--- config.mk ---
export PLATFORM = sky130hd
export DESIGN_NAME = seg_scan_display_flat
export DESIGN_NICKNAME = d
export VERILOG_FILES = /design/src/rtl/seg_scan_display_pkg.sv /design/src/rtl/seg_scan_display_if.sv /design/src/rtl/seg_scan_display_decode.sv /design/src/rtl/seg_scan_display.sv /design/src/flat_wrapper.sv
export SDC_FILE = /design/constraint.sdc
export NUM_CORES = 1
export LEC_CHECK = 0
export BUFFER_PORTS_ARGS = -buffer_cell sky130_fd_sc_hd__buf_2
export CORE_ASPECT_RATIO = 1.5
export CORE_MARGIN = 2
export CORE_UTILIZATION = 57
export DETAILED_ROUTE_END_ITERATION = 8
export PLACE_DENSITY = 0.87
export SLEW_MARGIN = 10
export SYNTH_ARGS = -nofsm -noshare
export SYNTH_HDL_FRONTEND = slang
export SYNTH_SLANG_ARGS = --single-unit
--- constraint.sdc ---
create_clock -name clk -period 2.71 [get_ports clk]
set_input_delay 0.542 -clock clk [delete_from_list [all_inputs] [get_ports clk]]
set_output_delay 0.542 -clock clk [all_outputs]
set_load 0.03 [all_outputs]
--- src/rtl/seg_scan_display_pkg.sv ---
// Shared seven-segment codes for the display scanner and the calculator FSM.
// Segment patterns are active-low {g,f,e,d,c,b,a}.
package seg_scan_display_pkg;

  localparam logic [6:0] SEG_0     = 7'h40;
  localparam logic [6:0] SEG_1     = 7'h79;
  localparam logic [6:0] SEG_2     = 7'h24;
  localparam logic [6:0] SEG_3     = 7'h30;
  localparam logic [6:0] SEG_4     = 7'h19;
  localparam logic [6:0] SEG_5     = 7'h12;
  localparam logic [6:0] SEG_6     = 7'h02;
  localparam logic [6:0] SEG_7     = 7'h78;
  localparam logic [6:0] SEG_8     = 7'h00;
  localparam logic [6:0] SEG_9     = 7'h10;
  localparam logic [6:0] SEG_MINUS = 7'h3F;
  localparam logic [6:0] SEG_E     = 7'h06;
  localparam logic [6:0] SEG_R     = 7'h2F;
  localparam logic [6:0] SEG_BLANK = 7'h7F;

  localparam logic [3:0] CODE_MINUS = 4'hA;
  localparam logic [3:0] CODE_E     = 4'hB;
  localparam logic [3:0] CODE_R     = 4'hC;

  localparam logic [3:0] AN_OFF = 4'hF;

endpackage

--- src/rtl/seg_scan_display_if.sv ---
// Digit-code bundle from the calculator and the multiplexed display lines.
// The scanner is the slave; the upstream/board side is the master.
interface seg_scan_display_if;
  logic [3:0] d4;
  logic [3:0] d3;
  logic [3:0] d2;
  logic [3:0] d1;
  logic       blank_lz;
  logic [3:0] dp_sel;
  logic [3:0] an;
  logic [6:0] seg;
  logic       dp;

  modport master (
    output d4, d3, d2, d1, blank_lz, dp_sel,
    input  an, seg, dp
  );

  modport slave (
    input  d4, d3, d2, d1, blank_lz, dp_sel,
    output an, seg, dp
  );
endinterface

--- src/rtl/seg_scan_display_decode.sv ---
// 4-bit digit code to active-low seven-segment pattern.
// Codes D..F render blank.
module seg7_decode
  import seg_scan_display_pkg::*;
(
  input  logic [3:0] code,
  output logic [6:0] seg
);

  always_comb begin
    seg = SEG_BLANK;
    case (code)
      4'h0:       seg = SEG_0;
      4'h1:       seg = SEG_1;
      4'h2:       seg = SEG_2;
      4'h3:       seg = SEG_3;
      4'h4:       seg = SEG_4;
      4'h5:       seg = SEG_5;
      4'h6:       seg = SEG_6;
      4'h7:       seg = SEG_7;
      4'h8:       seg = SEG_8;
      4'h9:       seg = SEG_9;
      CODE_MINUS: seg = SEG_MINUS;
      CODE_E:     seg = SEG_E;
      CODE_R:     seg = SEG_R;
      default:    seg = SEG_BLANK;
    endcase
  end

endmodule

--- src/rtl/seg_scan_display.sv ---
// Time-multiplexed 4-digit common-anode driver with per-frame snapshot,
// leading-zero blanking and a dead cycle at every digit switch.
module seg_scan_display
  import seg_scan_display_pkg::*;
#(
  parameter int REFRESH_DIV = 50000
) (
  input logic               clk,
  input logic               rst,
  seg_scan_display_if.slave io
);

  localparam int CW = (REFRESH_DIV > 2) ? $clog2(REFRESH_DIV) : 1;
  localparam logic [CW-1:0] CNT_MAX = CW'(REFRESH_DIV - 1);

  generate
    if (REFRESH_DIV < 2) begin : g_bad_div
      $error("seg_scan_display: REFRESH_DIV must be >= 2");
    end
  endgenerate

  logic [CW-1:0]   cnt;
  logic [1:0]      idx;
  logic [3:0][3:0] snap_d;
  logic            snap_lz;
  logic [3:0]      snap_dp;

  logic [3:0] sel_code;
  logic       sel_blank;
  logic [6:0] dec_seg;
  logic [3:0] blank;
  logic [3:0] nxt_an;
  logic [6:0] nxt_seg;
  logic       nxt_dp;
  logic       frame_start;

  assign frame_start = (cnt == '0) && (idx == 2'd0);

  always_ff @(posedge clk or negedge rst) begin
    if (!rst) begin
      cnt <= '0;
      idx <= 2'd0;
    end else if (cnt == CNT_MAX) begin
      cnt <= '0;
      idx <= idx + 2'd1;
    end else begin
      cnt <= cnt + CW'(1);
    end
  end

  // Inputs are only sampled at frame start so a frame never mixes values.
  always_ff @(posedge clk or negedge rst) begin
    if (!rst) begin
      snap_d  <= '0;
      snap_lz <= 1'b0;
      snap_dp <= 4'h0;
    end else if (frame_start) begin
      snap_d  <= {io.d4, io.d3, io.d2, io.d1};
      snap_lz <= io.blank_lz;
      snap_dp <= io.dp_sel;
    end
  end

  // Blanking ripples right from d4; d1 always shows.
  always_comb begin
    blank    = 4'b0000;
    blank[3] = snap_lz && (snap_d[3] == 4'h0);
    blank[2] = blank[3] && (snap_d[2] == 4'h0);
    blank[1] = blank[2] && (snap_d[1] == 4'h0);
  end

  assign sel_code  = snap_d[idx];
  assign sel_blank = blank[idx];

  seg7_decode u_dec (
    .code (sel_code),
    .seg  (dec_seg)
  );

  always_comb begin
    nxt_an  = AN_OFF;
    nxt_seg = SEG_BLANK;
    nxt_dp  = 1'b1;
    if (cnt != '0) begin
      nxt_an  = ~(4'b0001 << idx);
      nxt_seg = sel_blank ? SEG_BLANK : dec_seg;
      nxt_dp  = ~snap_dp[idx];
    end
  end

  always_ff @(posedge clk or negedge rst) begin
    if (!rst) begin
      io.an  <= AN_OFF;
      io.seg <= SEG_BLANK;
      io.dp  <= 1'b1;
    end else begin
      io.an  <= nxt_an;
      io.seg <= nxt_seg;
      io.dp  <= nxt_dp;
    end
  end

endmodule

--- src/flat_wrapper.sv ---
// flat-port wrapper written by rule: the top's interface ports become plain ports
module seg_scan_display_flat import seg_scan_display_pkg::*;
#(
  parameter int REFRESH_DIV = 50000
)
  (clk, rst, io_d4, io_d3, io_d2, io_d1, io_blank_lz, io_dp_sel, io_an, io_seg, io_dp);
  seg_scan_display_if io_i ();
  input logic clk;
  input logic rst;
  input wire logic [$bits(io_i.d4)-1:0] io_d4;
  input wire logic [$bits(io_i.d3)-1:0] io_d3;
  input wire logic [$bits(io_i.d2)-1:0] io_d2;
  input wire logic [$bits(io_i.d1)-1:0] io_d1;
  input wire logic [$bits(io_i.blank_lz)-1:0] io_blank_lz;
  input wire logic [$bits(io_i.dp_sel)-1:0] io_dp_sel;
  output wire logic [$bits(io_i.an)-1:0] io_an;
  output wire logic [$bits(io_i.seg)-1:0] io_seg;
  output wire logic [$bits(io_i.dp)-1:0] io_dp;
  assign io_i.d4 = io_d4;
  assign io_i.d3 = io_d3;
  assign io_i.d2 = io_d2;
  assign io_i.d1 = io_d1;
  assign io_i.blank_lz = io_blank_lz;
  assign io_i.dp_sel = io_dp_sel;
  assign io_an = io_i.an;
  assign io_seg = io_i.seg;
  assign io_dp = io_i.dp;
  seg_scan_display #(.REFRESH_DIV(REFRESH_DIV)) u_core (.clk(clk), .rst(rst), .io(io_i));
endmodule
* After elaboration in Yosys (flattened, before gate mapping) *
Memories as Yosys holds them, arrays and structs flattened.
Index checks and enable logic that the tools add are counted.

word-level totals
  flip-flop bits (word level) = 51
  bits in read-only memories = 112
  output and inout bits = 12
  word-level logic and storage cells = 40
  memories kept = 1

cells by class
  add/sub/neg operators = 2
  magnitude comparators = 1
  eq/ne operators = 1
  shift operators = 1
  mux-type cells = 11
  bitwise logic cells = 2
  reductions and logical operators = 10

memories
  name              depth  width  rd ports  clocked after memory_dff  wr ports  RTL line                       RTL
  (name not given)  16     7      1         0                         0         seg_scan_display_decode.sv:12  case (code)

operator list
  operator                                            number
  adder 16 x 1 -> 16 bit, second input constant       1
  equality test 16 bit, second input constant         1
  zero test 16 bit                                    1
  two-way mux 16 bit                                  1
  nonzero test 16 bit                                 1
  two-way mux 7 bit                                   2
  zero test 4 bit                                     3
  binary-select mux 4 bit (select 2 bit)              1
  two-way mux 4 bit                                   2
  binary-select mux 1 bit (select 2 bit)              2
  logical AND 1 bit                                   4
  inverter 4 bit                                      1
  << shifter 1 x 2 -> 4 bit, first input constant     1
  < comparator 2 x 3 -> 1 bit, second input constant  1
  two-way mux 1 bit                                   3
  adder 2 x 1 -> 2 bit, second input constant         1
  zero test 2 bit                                     1
  inverter 1 bit                                      1

* Longest topological paths before layout *
Gate-level depths: netlist (run 1).

  word-level depth = 8
  gate-level depth with buffers = 8

* Cells and area by module *
Synthesis (run 1) repeated with hierarchy kept, for this count alone.

unflattened totals
  cells, all modules = 213
  area, all modules = 2630.0 um2

by module, submodules not included
  module            instances  cells each  area an instance (um2)
  seg_scan_display  1          183         2394.8
  seg7_decode       1          30          235.2

* Worst setup path after synthesis (run 1) *
No wires, ideal clock.

  path kind = reg2reg
  from = reg u_core.idx[0]
  to = reg u_core.io.seg[4]
  arrival = 1804 ps
  data required time = 2614 ps
  setup slack = 809 ps
  cell stages (with the launch flop) = 9
  clock period less this slack = 1901 ps
  path through = dfrtp_1 buf_6 mux4_2 inv_1 ha_1 inv_1 mux2_1 mux2i_1 nand3_1

between the ends
  word-level cells in the longest chain between the ends = 5

RTL lines
  what                                     RTL line                   RTL
  start, declared                          seg_scan_display.sv:23     logic [1:0] idx;
  start signal, assigned                   seg_scan_display.sv:45     idx <= idx + 2'd1;
  binary-select mux 4 bit (select 2 bit)   seg_scan_display.sv:72     assign sel_code = snap_d[idx];
  two-way mux 4 bit (not written as such)  seg_scan_display.sv:72
  memory (16 x 7 bit)                      --
  two-way mux 7 bit (*)                    seg_scan_display.sv:86     nxt_seg = sel_blank ? SEG_BLANK : dec_seg;
  two-way mux 7 bit (*)                    seg_scan_display.sv:84     if (cnt != '0) begin
  via u_core.nxt_seg[4]                    seg_scan_display.sv:33     logic [6:0] nxt_seg;
  end signal, assigned                     seg_scan_display.sv:98     io.seg <= nxt_seg;
  end, declared                            seg_scan_display_if.sv:21  output an, seg, dp

The timed path passes the listed nets; every way through them passes the cells marked *. The select of a mux whose other input is x is not followed.
A chain may end at the register's enable or synchronous reset.

* Worst setup path after layout (run 1) *
Same ends and word-level chain as after synthesis.

==> flow_metrics.tcl, run 1 <==
set metrics [dict create \
    floorplan.initialDensity_pct 58.2 \
    gp_congestion 0.902 \
    die_area_mm2 0.00513 \
    cp.required_ns 2.94 \
    fillers 344 \
    synth_edf_count 0 \
    dieWidth_um 59.1 \
    yosysTopAreaCell "dfrtp_1" \
    tns_ns 0 \
    worst_hold_slack_ns 0.201 \
    dp_cells 284 \
    hpwl_um 3550 \
    slew_viol_final 0 \
    insertion_delay_ns 0.31 \
    via_per_inst 5.78 \
    gr-total-overflow 0 \
    hold_path.class "primary input to async pin" \
    syn_nets 242 \
    drive_above_1_share_pct 34.4 \
    ant_nets 0 \
    tritoncts "built" \
    seq_area_frac_synth_pct 49.7 \
    worstPathArrival_ns 2.42 \
    power.leakage_nw 1.39 \
    crit_type "register to register" \
    r2r-start "u_core.idx[0]" \
    post-cts-setup-buffers 0 \
    synth_top_flop_cell "dfrtp_1" \
    cts_num_sinks 51 \
    synth_top_family_by_area "multiplexers" \
    drc_errors 0 \
    firstDrtPassIters 4 \
    avgSynthCellArea_um2 12.6 \
    relSlewSlack_pct 64.7 \
    synth.distinct_cells 39 \
    r2r_end "u_core.io.seg[4]" \
    final_nets 278 \
    r2r_slack_ns 0.53 \
    cp-end-kind "register" \
    fin_skew_ns 0.00756 \
    multi_input_area_mm2 0.00119 \
    post_cts_resized 0 \
    layout_commonest_cell "dfrtp_1" \
    grt_pass1_wl_um 8000 \
    crit_end "u_core.io.seg[4]" \
    layout_common_cells "dfrtp_1, buf_2, mux2_4, inv_1, nand2_1" \
    synth-seq-cells 51 \
    numPortBuffers 34 \
    status "completed" \
    grt_pass1_vias 1732 \
    worst_pin_slew_ns 0.530 \
    grt_usage_pct 21.1 \
    ios 35 \
    async_reset_ff_share_pct 100 \
    synth_area_leaders "dfrtp_1, dfstp_2, mux2_4, ha_1, mux4_2" \
    core-area_mm2 0.00447 \
    die_y_um 86.7 \
    first_iter_violations 35 \
    seq_area_mm2 0.00129 \
    synthXorXnorAreaFrac_pct 4.04 \
    min_period_over_period_pct 80.5 \
    crit_path_max_fanout 10 \
    rr_worst_depth 7 \
    cts_hold_buf 0 \
    diodes 0 \
    rsz0062_at_grt "false" \
    cts_inserted_buffers 5 \
    finalSetupViolations 0 \
    synthCells 207 \
    vias 1689 \
    final_util_pct 65.0 \
    synth_compound_area_share_pct 3.85 \
    crit_path_start "u_core.idx[0]" \
    period_needed_ns 2.18 \
    ys_warn_count 0 \
    synth_simple_gate_area_share_pct 14.3 \
    wl_per_cell_um 16.2 \
    grt_max_degree 29 \
    max_cap_viol_count 0 \
    syn_to_final_growth_pct 11.7 \
    clockBufferDepth 2 \
    peakVddDrop_v 0.000394 \
    ctsRootBufferMaster "clkbuf_8" \
    cp-start-kind "register" \
    htree_levels 2 \
    synthMuxAreaShare_pct 18.0 \
    p_per_area_mw_per_mm2 490 \
    layout.cells.non_filler 292 \
    synthAdderAreaFrac_pct 5.78 \
    synth_top_area_share_pct 37.6 \
    hold_viol 0 \
    row_count 30 \
    synth_area_mm2 0.00260 \
    wl_um 4730 \
    clkSlewWorstSetupHoldPaths_ns 0.08 \
    fmax_mhz 458 \
    antenna_found_initial 0 \
]
-- area by class of cell --
type / count / share of cell area [%]
clock buffer: 8 / 3.49
inverter: 14 / 1.81
multi-input combinational: 134 / 41.1
sequential: 51 / 44.5
tap: 48 / 2.07
timing repair buffer: 37 / 7.07
-- layer usage --
layer  up-vias  track usage, %  share of wire [%]  wire length [µm]
met5         -               0                  0                 0
met4         0            12.2                3.2               152
met3        15            4.63                4.7               221
met2        61            34.3                 52              2480
met1       819            25.3                 40              1870
li1        794               -                  -                 -
-- sequential cells by signal, summed over array words and instances (netlist names) --
name / cells
u_core.cnt: 16
u_core.io.dp: 1
u_core.io.seg: 7
u_core.snap_dp: 4
u_core.snap_lz: 1
u_core.snap_d: 16
u_core.io.an: 4
u_core.idx: 2
-- through the flow --
stage | power [W] | area (µm²) | setup WS, ns
floorplan | 0.000904 | 2600 | 0.809
global placement | 0.000952 | 2800 | 0.628
detailed placement | 0.000960 | 2800 | 0.527
CTS | 0.00144 | 2900 | 0.493
global route | 0.00148 | 2900 | 0.370
finish | 0.00142 | 2900 | 0.527
-- where the power goes --
part	switching (W)	internal (W)	leakage (nW)
clock network	0.000241	0.000239	0.0506
registers	0.0000156	0.000795	0.608
logic	0.0000719	0.0000610	0.730
-- critical path: stages (launching register included) --
cell	delay (ns)
dfrtp_1	0.61
mux4_2	0.62
inv_1	0.15
ha_1	0.17
inv_1	0.05
mux2_1	0.30
mux2i_1	0.13
nand3_1	0.09
-- kinds of logic after synthesis --
| kind of cell | after synthesis |
|---|---|
| AO/OA/AOI/OAI | 16 |
| XOR/XNOR | 12 |
| adder cells (fa/ha/maj) | 12 |
| buffers and inverters | 22 |
| flip-flops | 51 |
| multiplexers | 30 |
| AND/OR/NAND/NOR | 64 |
-- synthesized netlist by cell type, types with 3 or more instances --
cell type  number
dfstp_2        12
dfrtp_1        39
ha_1           12
mux2_4         20
mux4_2          5
nor4_1          5
xnor2_1         7
a21oi_1         4
inv_1          14
xor2_1          5
nand3_1        11
buf_6           4
nand4_1         6
nor2_1         11
and4_1          4
nand2_1        13
mux2_1          3
o21ai_1         3
-- worst min-delay path by stage --
stage | endpoint
floorplan | u_core.cnt[0]
detailed placement | u_core.snap_d[2]
finish | u_core.snap_d[2]
global placement | u_core.cnt[0]
CTS | u_core.snap_d[2]
global route | u_core.snap_d[9]
Power figures use the tool's default switching activity.
==> inputs of run 2 (changes only) <==
==> constraint.sdc (replaced) <==
create_clock -name clk -period 2.15 [get_ports clk]
set_input_delay 0.43 -clock clk [delete_from_list [all_inputs] [get_ports clk]]
set_output_delay 0.43 -clock clk [all_outputs]
set_load 0.03 [all_outputs]
==> run 2 against run 1 <==
Net effect:
- cell area decreased by 0.47%
- clock power rose by 16%
- register-to-register slack got worse by 0.35 ns
- highest routed layer unchanged
==> flow_metrics.tcl, run 2 (synthesized netlist as in run 1, its figures left out) <==
set metrics [dict create \
    p_per_area_mw_per_mm2 603 \
    layout_common_cells "dfrtp_1, buf_2, mux2_4, inv_1, nand2_1" \
    row_count 30 \
    dieWidth_um 59.1 \
    fmax_mhz 506 \
    rsz0062_at_grt "false" \
    cp.required_ns 2.34 \
    dpl_cell_area_mm2 0.00280 \
    tritoncts "built" \
    hold_viol 0 \
    floorplan.initialDensity_pct 58.2 \
    worst_pin_slew_ns 0.603 \
    syn_to_final_growth_pct 11.2 \
    grt_max_degree 52 \
    diodes 0 \
    layout_commonest_cell "dfrtp_1" \
    crit_path_start "u_core.cnt[0]" \
    crit_type "register to register" \
    wl_um 4530 \
    r2r-start "u_core.cnt[0]" \
    power.leakage_nw 1.39 \
    period_needed_ns 1.97 \
    min_period_over_period_pct 91.8 \
    post_cts_resized 0 \
    drive_above_1_share_pct 35.5 \
    cts_inserted_buffers 5 \
    wl_per_cell_um 15.5 \
    final_cell_area_mm2 0.00289 \
    clockBufferDepth 2 \
    crit_path_max_fanout 21 \
    setup_ws_ns 0.175 \
    gp_congestion 0.851 \
    peakVddDrop_v 0.000617 \
    ctsRootBufferMaster "clkbuf_8" \
    numPortBuffers 34 \
    relSlewSlack_pct 59.8 \
    via_per_inst 5.74 \
    fin_skew_ns 0.00757 \
    htree_levels 2 \
    drc_errors 0 \
    gr-total-overflow 0 \
    ios 35 \
    antenna_found_initial 0 \
    post-cts-setup-buffers 0 \
    hpwl_um 3350 \
    grt_pass1_wl_um 7890 \
    tns_ns 0 \
    clkSlewWorstSetupHoldPaths_ns 0.09 \
    die_y_um 86.7 \
    firstDrtPassIters 4 \
    grt_pass1_vias 1730 \
    final_nets 279 \
    ant_nets 0 \
    first_iter_violations 33 \
    cp-end-kind "register" \
    reg_top3 "u_core.cnt x16, u_core.snap_d x16, u_core.io.seg x7" \
    max_cap_viol_count 0 \
    insertion_delay_ns 0.30 \
    core-area_mm2 0.00447 \
    slew_viol_final 0 \
    cts_hold_buf 0 \
    totalPowerFinal_w 0.00174 \
    status "completed" \
    worstPathArrival_ns 2.16 \
    finalSetupViolations 0 \
    die_area_mm2 0.00513 \
    cp-start-kind "register" \
    hold_path.class "primary input to async pin" \
    vias 1682 \
    dp_slack_ns 0.161 \
    grt_usage_pct 20.6 \
    cts_num_sinks 51 \
]
[run 2: changes by cell type in the layout (fill, tap and decap cells not counted), sizes merged]
cell	change
buf	+1
clkbuf	-1
clkinv	+1
[run 2: final timing paths]
check	endpoint	slack (ns)	depth (start not counted)
setup / recovery	u_core.snap_d[0]	0.18	6
setup reg to reg	u_core.snap_d[0]	0.18	6
hold reg to reg	u_core.snap_dp[3]	0.52	1
min in group clk	u_core.snap_d[1]	0.35	2
hold / removal	u_core.snap_d[2]	0.21	2
max in group asynchronous	u_core.idx[0]	1.50	2
[run 2: report_power, final]
group	switching [W]	leakage, nW	internal [W]	total [W]
clock network	0.000297	0.0482	0.000260	0.000557
logic	0.0000890	0.731	0.0000743	0.000163
registers	0.0000193	0.606	0.00100	0.00102
[run 2: area by class of cell]
type / count / area, µm²
Clock inverter: 1 / 5.00
Fill cell: 330 / 1580
Tap cell: 48 / 60.1
Timing Repair Buffer: 38 / 200
Multi-Input combinational cell: 134 / 1190
Clock buffer: 7 / 86.3
Inverter: 14 / 52.6
Sequential cell: 51 / 1290
[run 2: stage by stage]
stage / utilization, % / hold slack, ns / cells
floorplan: - / 0.134 / 207
global placement: 62.6 / 0.492 / 285
detailed placement: 62.6 / 0.505 / 285
CTS: 64.6 / 0.231 / 293
global route: 64.7 / 0.275 / 293
finish: 64.7 / 0.209 / 293
[run 2: per-layer routing]
metal	GRT usage, %	up-vias	part of all wire (%)
li1	-	801	-
met1	25.3	818	42
met2	34.1	51	52
met3	3.88	12	3.6
met4	10.1	0	3.0
met5	0	-	0
[run 2: critical path, cell delays in order (launching register included)]
cell and delay (ns):
dfrtp_1 0.43, inv_1 0.08, ha_1 0.13, nor4b_2 0.25, nand4_1 0.19, or2_4 0.42
mux2_1 0.36
